### config.mk
export PLATFORM = sky130hd
export DESIGN_NAME = iir_biquad_output_stage
export DESIGN_NICKNAME = d
export VERILOG_FILES = /design/src/rtl/iir_biquad_output_stage.sv
export SDC_FILE = /design/constraint.sdc
export NUM_CORES = 2
export LEC_CHECK = 0
export ABC_AREA = 1
export CORE_UTILIZATION = 25
export DETAILED_ROUTE_END_ITERATION = 10
export PLACE_DENSITY = 0.41
export SLEW_MARGIN = 25
export SYNTH_ARGS = -nofsm -noshare
export SYNTH_HDL_FRONTEND = slang
export SYNTH_SLANG_ARGS = --single-unit
### constraint.sdc
create_clock -name clk -period 3.1 [get_ports clk]
set_input_delay 0.465 -clock clk [delete_from_list [all_inputs] [get_ports clk]]
set_output_delay 0.465 -clock clk [all_outputs]
set_load 0.05 [all_outputs]
### src/rtl/iir_biquad_output_stage.sv
// iir_biquad_output_stage
// Captures filtered samples from the biquad core, applies a signed Q-format
// output gain with saturation, and buffers results in a small first-word
// fall-through FIFO presented as a valid/ready stream. The core cannot be
// stalled, so a full FIFO drops the incoming sample and raises a sticky flag.
module iir_biquad_output_stage #(
    parameter int N_BITS_P     = 32,
    parameter int Q_BITS_P     = 11,
    parameter int FIFO_DEPTH_P = 4
) (
    input  logic                            clk,
    input  logic                            rst_n,
    input  logic                            y0_valid,
    input  logic [N_BITS_P-1:0]             y0,
    input  logic [N_BITS_P-1:0]             cr_gain,
    input  logic                            cr_clear,
    output logic                            m_valid,
    input  logic                            m_ready,
    output logic [N_BITS_P-1:0]             m_data,
    output logic [$clog2(FIFO_DEPTH_P):0]   sr_fill,
    output logic                            sr_clip,
    output logic                            sr_overflow
);

    localparam int AW = $clog2(FIFO_DEPTH_P);
    localparam int FW = AW + 1;
    localparam int PW = 2 * N_BITS_P;

    localparam logic signed [PW-1:0] SAT_MAX = {{(PW-N_BITS_P+1){1'b0}}, {(N_BITS_P-1){1'b1}}};
    localparam logic signed [PW-1:0] SAT_MIN = {{(PW-N_BITS_P+1){1'b1}}, {(N_BITS_P-1){1'b0}}};
    localparam logic [FW-1:0]        FILL_FULL = FW'(FIFO_DEPTH_P);
    localparam logic [FW-1:0]        FILL_ONE  = FW'(1);
    localparam logic [AW-1:0]        PTR_ONE   = AW'(1);

    // Floor-scale a full-width product by the fractional bits and clamp it to
    // the output range. Returns {clipped, result}.
    function automatic logic [N_BITS_P:0] saturate(input logic signed [PW-1:0] p);
        logic signed [PW-1:0] sc;
        sc = p >>> Q_BITS_P;
        if (sc > SAT_MAX) begin
            saturate = {1'b1, SAT_MAX[N_BITS_P-1:0]};
        end else if (sc < SAT_MIN) begin
            saturate = {1'b1, SAT_MIN[N_BITS_P-1:0]};
        end else begin
            saturate = {1'b0, sc[N_BITS_P-1:0]};
        end
    endfunction

    logic                       s1_valid_r;
    logic signed [PW-1:0]       prod_r;
    logic [N_BITS_P-1:0]        mem_r [FIFO_DEPTH_P];
    logic [AW-1:0]              wr_ptr_r;
    logic [AW-1:0]              rd_ptr_r;
    logic [FW-1:0]              fill_r;
    logic                       m_valid_r;
    logic [N_BITS_P-1:0]        m_data_r;
    logic                       clip_r;
    logic                       ovf_r;

    logic [N_BITS_P:0]          sat_s;
    logic                       pop_s;
    logic                       full_s;
    logic                       push_s;
    logic                       drop_s;
    logic                       clip_evt_s;
    logic [AW-1:0]              rd_next_s;
    logic [FW-1:0]              fill_next_s;
    logic [N_BITS_P-1:0]        head_next_s;

    // Stage 1: sign-extended full-width product, sampled with the strobe.
    always_ff @(posedge clk or negedge rst_n) begin
        if (!rst_n) begin
            s1_valid_r <= 1'b0;
            prod_r     <= '0;
        end else begin
            s1_valid_r <= y0_valid;
            if (y0_valid) begin
                prod_r <= $signed({{N_BITS_P{y0[N_BITS_P-1]}}, y0}) *
                          $signed({{N_BITS_P{cr_gain[N_BITS_P-1]}}, cr_gain});
            end else begin
                prod_r <= prod_r;
            end
        end
    end

    // Stage 2 and FIFO control: saturation, push/pop decisions and the next head word.
    always_comb begin
        sat_s       = saturate(prod_r);
        pop_s       = m_valid_r && m_ready;
        full_s      = (fill_r == FILL_FULL);
        push_s      = s1_valid_r && (!full_s || pop_s);
        drop_s      = s1_valid_r && full_s && !pop_s;
        clip_evt_s  = s1_valid_r && sat_s[N_BITS_P];
        rd_next_s   = rd_ptr_r;
        fill_next_s = fill_r;
        head_next_s = m_data_r;
        if (pop_s) begin
            rd_next_s = rd_ptr_r + PTR_ONE;
        end else begin
            rd_next_s = rd_ptr_r;
        end
        case ({push_s, pop_s})
            2'b10:   fill_next_s = fill_r + FILL_ONE;
            2'b01:   fill_next_s = fill_r - FILL_ONE;
            default: fill_next_s = fill_r;
        endcase
        // The head can only be the word being written when the FIFO is (or is
        // becoming) empty apart from it; otherwise it already sits in memory.
        if (fill_next_s == '0) begin
            head_next_s = m_data_r;
        end else if (push_s && (wr_ptr_r == rd_next_s)) begin
            head_next_s = sat_s[N_BITS_P-1:0];
        end else begin
            head_next_s = mem_r[rd_next_s];
        end
    end

    // FIFO storage, pointers, occupancy and registered stream outputs.
    always_ff @(posedge clk or negedge rst_n) begin
        if (!rst_n) begin
            for (int i = 0; i < FIFO_DEPTH_P; i++) begin
                mem_r[i] <= '0;
            end
            wr_ptr_r  <= '0;
            rd_ptr_r  <= '0;
            fill_r    <= '0;
            m_valid_r <= 1'b0;
            m_data_r  <= '0;
        end else begin
            if (push_s) begin
                mem_r[wr_ptr_r] <= sat_s[N_BITS_P-1:0];
                wr_ptr_r        <= wr_ptr_r + PTR_ONE;
            end else begin
                wr_ptr_r        <= wr_ptr_r;
            end
            rd_ptr_r  <= rd_next_s;
            fill_r    <= fill_next_s;
            m_valid_r <= (fill_next_s != '0);
            m_data_r  <= head_next_s;
        end
    end

    // Sticky status flags; a new event wins over a simultaneous clear.
    always_ff @(posedge clk or negedge rst_n) begin
        if (!rst_n) begin
            clip_r <= 1'b0;
            ovf_r  <= 1'b0;
        end else begin
            if (clip_evt_s) begin
                clip_r <= 1'b1;
            end else if (cr_clear) begin
                clip_r <= 1'b0;
            end else begin
                clip_r <= clip_r;
            end
            if (drop_s) begin
                ovf_r <= 1'b1;
            end else if (cr_clear) begin
                ovf_r <= 1'b0;
            end else begin
                ovf_r <= ovf_r;
            end
        end
    end

    assign m_valid     = m_valid_r;
    assign m_data      = m_data_r;
    assign sr_fill     = fill_r;
    assign sr_clip     = clip_r;
    assign sr_overflow = ovf_r;

endmodule

== Yosys cells after proc, flatten, opt, wreduce, memory -nomap -nowiden ==
Cells that the tools add are included.
W data, S select, Z words.
Storage, ports and cells
  flip-flop bits (word level): 235
  bits of input ports: 69
  output and inout port bits: 38
  word-level logic and storage cells: 57
Operators by class
  $add $sub $neg: 4
  multiply operators: 1
  $lt $le $gt $ge: 5
  equal/unequal tests: 4
  muxes and demuxes: 14
  bitwise operators: 2
  reduce and logical (&&, ||, !) cells: 14
Operator list (count)
  $bwmux W128: 1
  $mux W32: 4
  $mux W33: 2
  $bmux W32 S2: 1
  $demux W32 S2: 1
  $mul A32 B32 Y64: 1
  $gt A53 B32 Y1 const B: 1
  $lt A53 B32 Y1 const B: 1
  $logic_and A1 B1 Y1: 7
  $ge A3 B3 Y1 const B: 2
  $not A2 Y3: 2
  $pmux W3 S2: 1
  $add A2 B1 Y2 const B: 2
  $reduce_bool A2 Y1: 2
  $add A3 B1 Y3 const B: 1
  $eq A3 B3 Y1 const B: 1
  $logic_not A3 Y1: 1
  $lt A3 B1 Y1 const B: 1
  $mux W1: 3
  $reduce_bool A3 Y1: 1
  $sub A3 B1 Y3 const B: 1
  $eq A2 B1 Y1 const B: 1
  $eq A2 B2 Y1: 1
  $eq A2 B2 Y1 const B: 1
  other kinds (3): 4

== Longest topological paths before layout ==
  depth after elaboration: 7
  depth in mapped cells: 33
  gate-level depth less buffers: 32

== Least setup slack after synthesis ==
OpenSTA, ideal clock, no wires.
  path kind: input to register
  from: input y0[31]
  to: register prod_r[53]
  library setup time: 0.118 ns
  arrival time: 7.079 ns
  required time: 2.982 ns
  setup slack: -4.097 ns
  stages on the path: 25
  path buffers: 1
  cells stage by stage: clkbuf_1 > nand2_1 > inv_1 > fa_1 > fa_1 > fa_1 > fa_1 > inv_1 > fa_1 > inv_1 > fa_1 > inv_1 > fa_1 > inv_1 > fa_1 > ha_1 > nand2_1 > nor4_1 > nand2_1 > nor2_1 > nand2_1 > nand3_1 > nand2_1 > nand3_1 > nand2_1
Between the ends
  longest elaborated chain between the ends: 1
Ends and longest elaborated chain
  start, declared: RTL line 14  | input logic [N_BITS_P-1:0] y0,
  $mul A32 B32 Y64: RTL line 78  | prod_r <= $signed({{N_BITS_P{y0[N_BITS_P-1]}}, y0}) *
  end signal, assigned: RTL line 78
  end signal, assigned: RTL line 81  | prod_r <= prod_r;
  end, declared: RTL line 50  | logic signed [PW-1:0] prod_r;
Every way passes these cells.
A chain may end at the register's enable or synchronous reset.

== Final worst setup path ==
  from: input y0[31]
  to: register prod_r[48]
Same word-level chain as after synthesis.

==> results by stage <==
Route:
- Before antenna repair, the detailed router went through 6 iterations.
- The routed length on met3 is 8.981 mm.
- The post-detailed-routing wire length is 179.0 mm.
- The number of remaining DRC errors is 0.
- The detailed route wirelength on metal2 is 83.31 mm.
- In the final routed layout, each cell accounts on average for 19.36 um.
- Routed signal wires occupy layers up through met5.
- The via-per-instance ratio is 4.286.
- The post-route met1 wirelength is 81.95 mm.
- The violation count after the first detailed-routing iteration is 2281.
- The via count is 39619.
- The post-route antenna net violation count is 0.

Logic synthesis:
- The post-synthesis cell area is 48300 um^2.
- The sequential cell area fraction in the yosys report is 11.61%.
- Dividing the synthesized area by the synthesized cell count gives 7.953 um^2.
- After synthesis the netlist holds a flip-flop and latch count of 224.
- Synthesis handed over a netlist of 6073 instances.
- Synthesis instantiated 44 different standard cells from the library.
- During synthesis, Yosys emitted a total of 0 warnings.
- The post-synthesis net count is 7409.

Clock network:
- The TritonCTS clock tree is yes.
- Clock latency on the worst-skew pair, taken at its later pin, is 0.56 ns.
- CTS saw 224 sinks.
- The CTS root buffer is sky130_fd_sc_hd__clkbuf_16.
- The number of H-tree branching levels is 1.
- TritonCTS created 27 clock buffers.
- Clock-pin slew was measured on the worst setup and hold paths at 0.06 ns.
- The longest clock path from root to sink contains 3 buffers.

Layout:
- The core occupancy in the finished layout is 34.40%.
- The proportion of layout cells with a drive suffix above 1 is 26.06%.
- The layout has 20105 filler cells.
- The number of cells in the finished layout apart from fillers is 9243.
- The area growth from synthesis to layout is 36.03%.
- The net total in the final layout is 8044.

Floorplan:
- The floorplan die height is 441.5 um.
- The floorplan step defined a die boundary enclosing 195000 um^2.
- In this run the standard cell core region covers 191000 um^2.
- In this run the core area contains 160 standard-cell rows.
- Once the floorplan was initialized, standard cells occupied 25.29% of the core.
- The die boundary width is 441.5 um.
- The top-level I/O count is 107.

Global route:
- Entering global routing, the biggest net connects 84 pins.
- The global-route usage over all layers is 18.63%.
- The initial antenna violation count was 11.
- The number of global-route vias before repair is 43075.
- The first global-routing pass estimated 271.3 mm of wire.
- Summed over all layers, the global routing overflow is 0.

Worst setup path:
- The arrival time at the worst endpoint is 7.01 ns.
- The total buffers and inverters traversed by the critical path is 11.
- The critical path runs through a total of 29 cells.
- For flop-to-flop paths, the worst setup slack is 0.25 ns.
- The critical-path cell with the highest stage delay is sky130_fd_sc_hd__fa_2.
- The cell family contributing the most delay on the critical path is adder cells.
- The capture point of the critical path is prod_r[48].
- The launching point of the worst reg2reg path is sr_fill[0].
- The maximum cell stage delay along the critical path is 0.67 ns.
- STA puts the critical path data required time at 3.54 ns.
- The first element of the critical path is y0[31].
- The critical register-to-register path endpoint is m_data[8].
- The setup path with the least slack is of type input pin to register.
- Among the stages of the critical path, the cell type that occurs most often is sky130_fd_sc_hd__fa_1.
- The type of destination of the critical path is a register.
- The largest driver fanout on the critical path is 5.
- The count of cells along the worst register-to-register path is 15.
- STA classifies the critical path startpoint as an input pin.

Run status:
- The checks that failed: negative setup slack.
- The flow ran to the end, but the final reports show violations.

STA:
- For the final routed database, the setup TNS stands at -167.21 ns.
- In this run the tightest slew margin relative to its limit is 51.73%.
- The transition time at the pin with the least slew margin is 0.7241 ns.
- The worst setup skew after layout is 0.02997 ns.
- The smallest setup slack after layout is -3.467 ns.
- The final critical path takes up 211.8% of the cycle.
- The smallest clock period supported by the final layout is computed as 6.567 ns.
- Setup violations remaining at the end of the flow were counted as 53.
- The number of hold-slack violations in the final timing report was 0.
- The final-report max-slew violation count was 0.
- Setup repair after global routing could not meet its margin everywhere.
- Derived from the worst setup path, the maximum achievable clock frequency is 0.1523 GHz.

Place:
- During placement, the flow inserted port buffers numbering 106.
- Detailed placement finished with a half-perimeter wire length of 132.1 mm.
- Including well taps, the total number of placed cells is 8964.
- The congestion estimate from routability-driven global placement came to 0.8686.

Worst hold path:
- The origin of the worst min-delay path is prod_r[40].
- The tightest min-delay check is of the register to register type.

Run:
- Across the run, the number of max-cap violations was 0.
[cells in the final DEF, fill, tap and decap left out, types with 50 or more instances in the layout]
| cell | Yosys | routed |
|---|---|---|
| sky130_fd_sc_hd__inv_1 | 1746 | 1599 |
| sky130_fd_sc_hd__nand2_1 | 1744 | 1530 |
| sky130_fd_sc_hd__fa_1 | 1082 | 941 |
| sky130_fd_sc_hd__buf_4 | 2 | 466 |
| sky130_fd_sc_hd__dfrtp_1 | 224 | 224 |
| sky130_fd_sc_hd__o21ai_0 | 214 | 161 |
| sky130_fd_sc_hd__buf_12 | 0 | 148 |
| sky130_fd_sc_hd__fa_2 | 0 | 141 |
| sky130_fd_sc_hd__inv_2 | 2 | 136 |
| sky130_fd_sc_hd__nand2_2 | 2 | 131 |
| sky130_fd_sc_hd__ha_1 | 185 | 123 |
| sky130_fd_sc_hd__nor2_1 | 191 | 94 |
| sky130_fd_sc_hd__buf_6 | 3 | 92 |
| sky130_fd_sc_hd__nand2_4 | 2 | 78 |
| sky130_fd_sc_hd__nor2_4 | 0 | 75 |
| sky130_fd_sc_hd__nand3_1 | 87 | 65 |
| sky130_fd_sc_hd__ha_4 | 0 | 62 |
| sky130_fd_sc_hd__o21ai_1 | 31 | 50 |
[final cells by class]
class / count / area [um^2] / area share [%]
inverters: 1749 / 6601 / 10.05
repair buffers: 868 / 10340 / 15.73
diodes: 4 / 10.01 / 0.01524
clock inverters: 8 / 100.1 / 0.1524
clock buffers: 41 / 838.3 / 1.276
multi-input cells: 3838 / 39070 / 59.46
well taps: 2511 / 3142 / 4.782
flip-flops and latches: 224 / 5605 / 8.532
[cells in the mapped netlist, drive strengths merged]
library cell / count / area (um^2)
or2: 10 / 62.56
mux2: 41 / 461.7
xor2: 10 / 121.4
buf: 29 / 163.9
o211ai: 23 / 172.7
clkinv: 1 / 3.750
o22ai: 1 / 6.260
ha: 185 / 2315
nor2: 194 / 735.7
nand4: 19 / 140.1
nor4: 10 / 62.56
o21ai: 245 / 1226
clkbuf: 233 / 877.1
nand3: 87 / 435.4
dfrtp: 224 / 5605
a21boi: 1 / 7.510
inv: 1748 / 6561
nand2: 1748 / 6581
a21o: 5 / 37.54
fa: 1082 / 21660
o31ai: 1 / 7.510
a21oi: 113 / 565.5
xnor2: 27 / 236.5
o21bai: 9 / 71.32
a31oi: 2 / 12.51
nor3: 10 / 55.05
nand3b: 12 / 90.09
o21a: 3 / 22.52
[worst min path at each step]
stage                     depth (start not counted)          end
final                                             2   prod_r[40]
after global routing                              2  sr_overflow
after CTS                                         2  sr_overflow
after detailed placement                          2   prod_r[40]
after global placement                            2   prod_r[40]
after floorplan                                   0    m_data[0]
[registers in the layout (all words and copies together) (netlist names)]
| register | count |
|---|---|
| m_data | 32 |
| prod_r | 53 |
| m_valid | 1 |
| s1_valid_r | 1 |
| mem_r | 128 |
| wr_ptr_r | 2 |
| sr_fill | 3 |
| rd_ptr_r | 2 |
| sr_overflow | 1 |
| sr_clip | 1 |
[worst min-delay path: cells and delay by family (launching register included)]
kind	cells	cell delay [ns]
flops	1	0.34
simple gates	2	0.10
[per-stage QoR]
stage | setup slack, ns | hold WS (ns) | cell area (um^2)
6_report | -3.467 | 0.4793 | 65700
5_1_grt | -3.650 | 0.4955 | 65690
4_1_cts | -3.482 | 0.4726 | 63200
3_5_place_dp | -4.768 | 0.4665 | 58320
3_3_place_gp | -4.819 | 0.4685 | 58320
2_1_floorplan | -3.757 | 0.1694 | 50320
[metal layers]
metal / global-route usage, % / vias to the layer above
met4: 4.283 / 2
met1: 26.01 / 20213
li1: - / 18459
met2: 30.70 / 774
met5: 0 / -
met3: 2.202 / 171
[logic make-up after synthesis]
kind of cell	synth area share, %
muxes	0.9559
DFF	11.61
adders and majority gates	49.64
AOI/OAI and AO/OA	4.409
and+or+nand+nor	16.90
buffers and inverters	15.75
xor gates and xnor gates	0.7409
[what timing repair did]
action / CTS / global route
hold buffers: 1 / 0
pin swaps: 303 / 332
hold endpoints to repair: 79 / 0
resized for setup: 644 / 634
cloned: 50 / 10
setup buffers: 117 / 61
setup endpoints to repair: 53 / 65
Power is left out: the tool's default activity adds up to more than one toggle a clock period on the data nets, which glitch-free logic cannot reach.
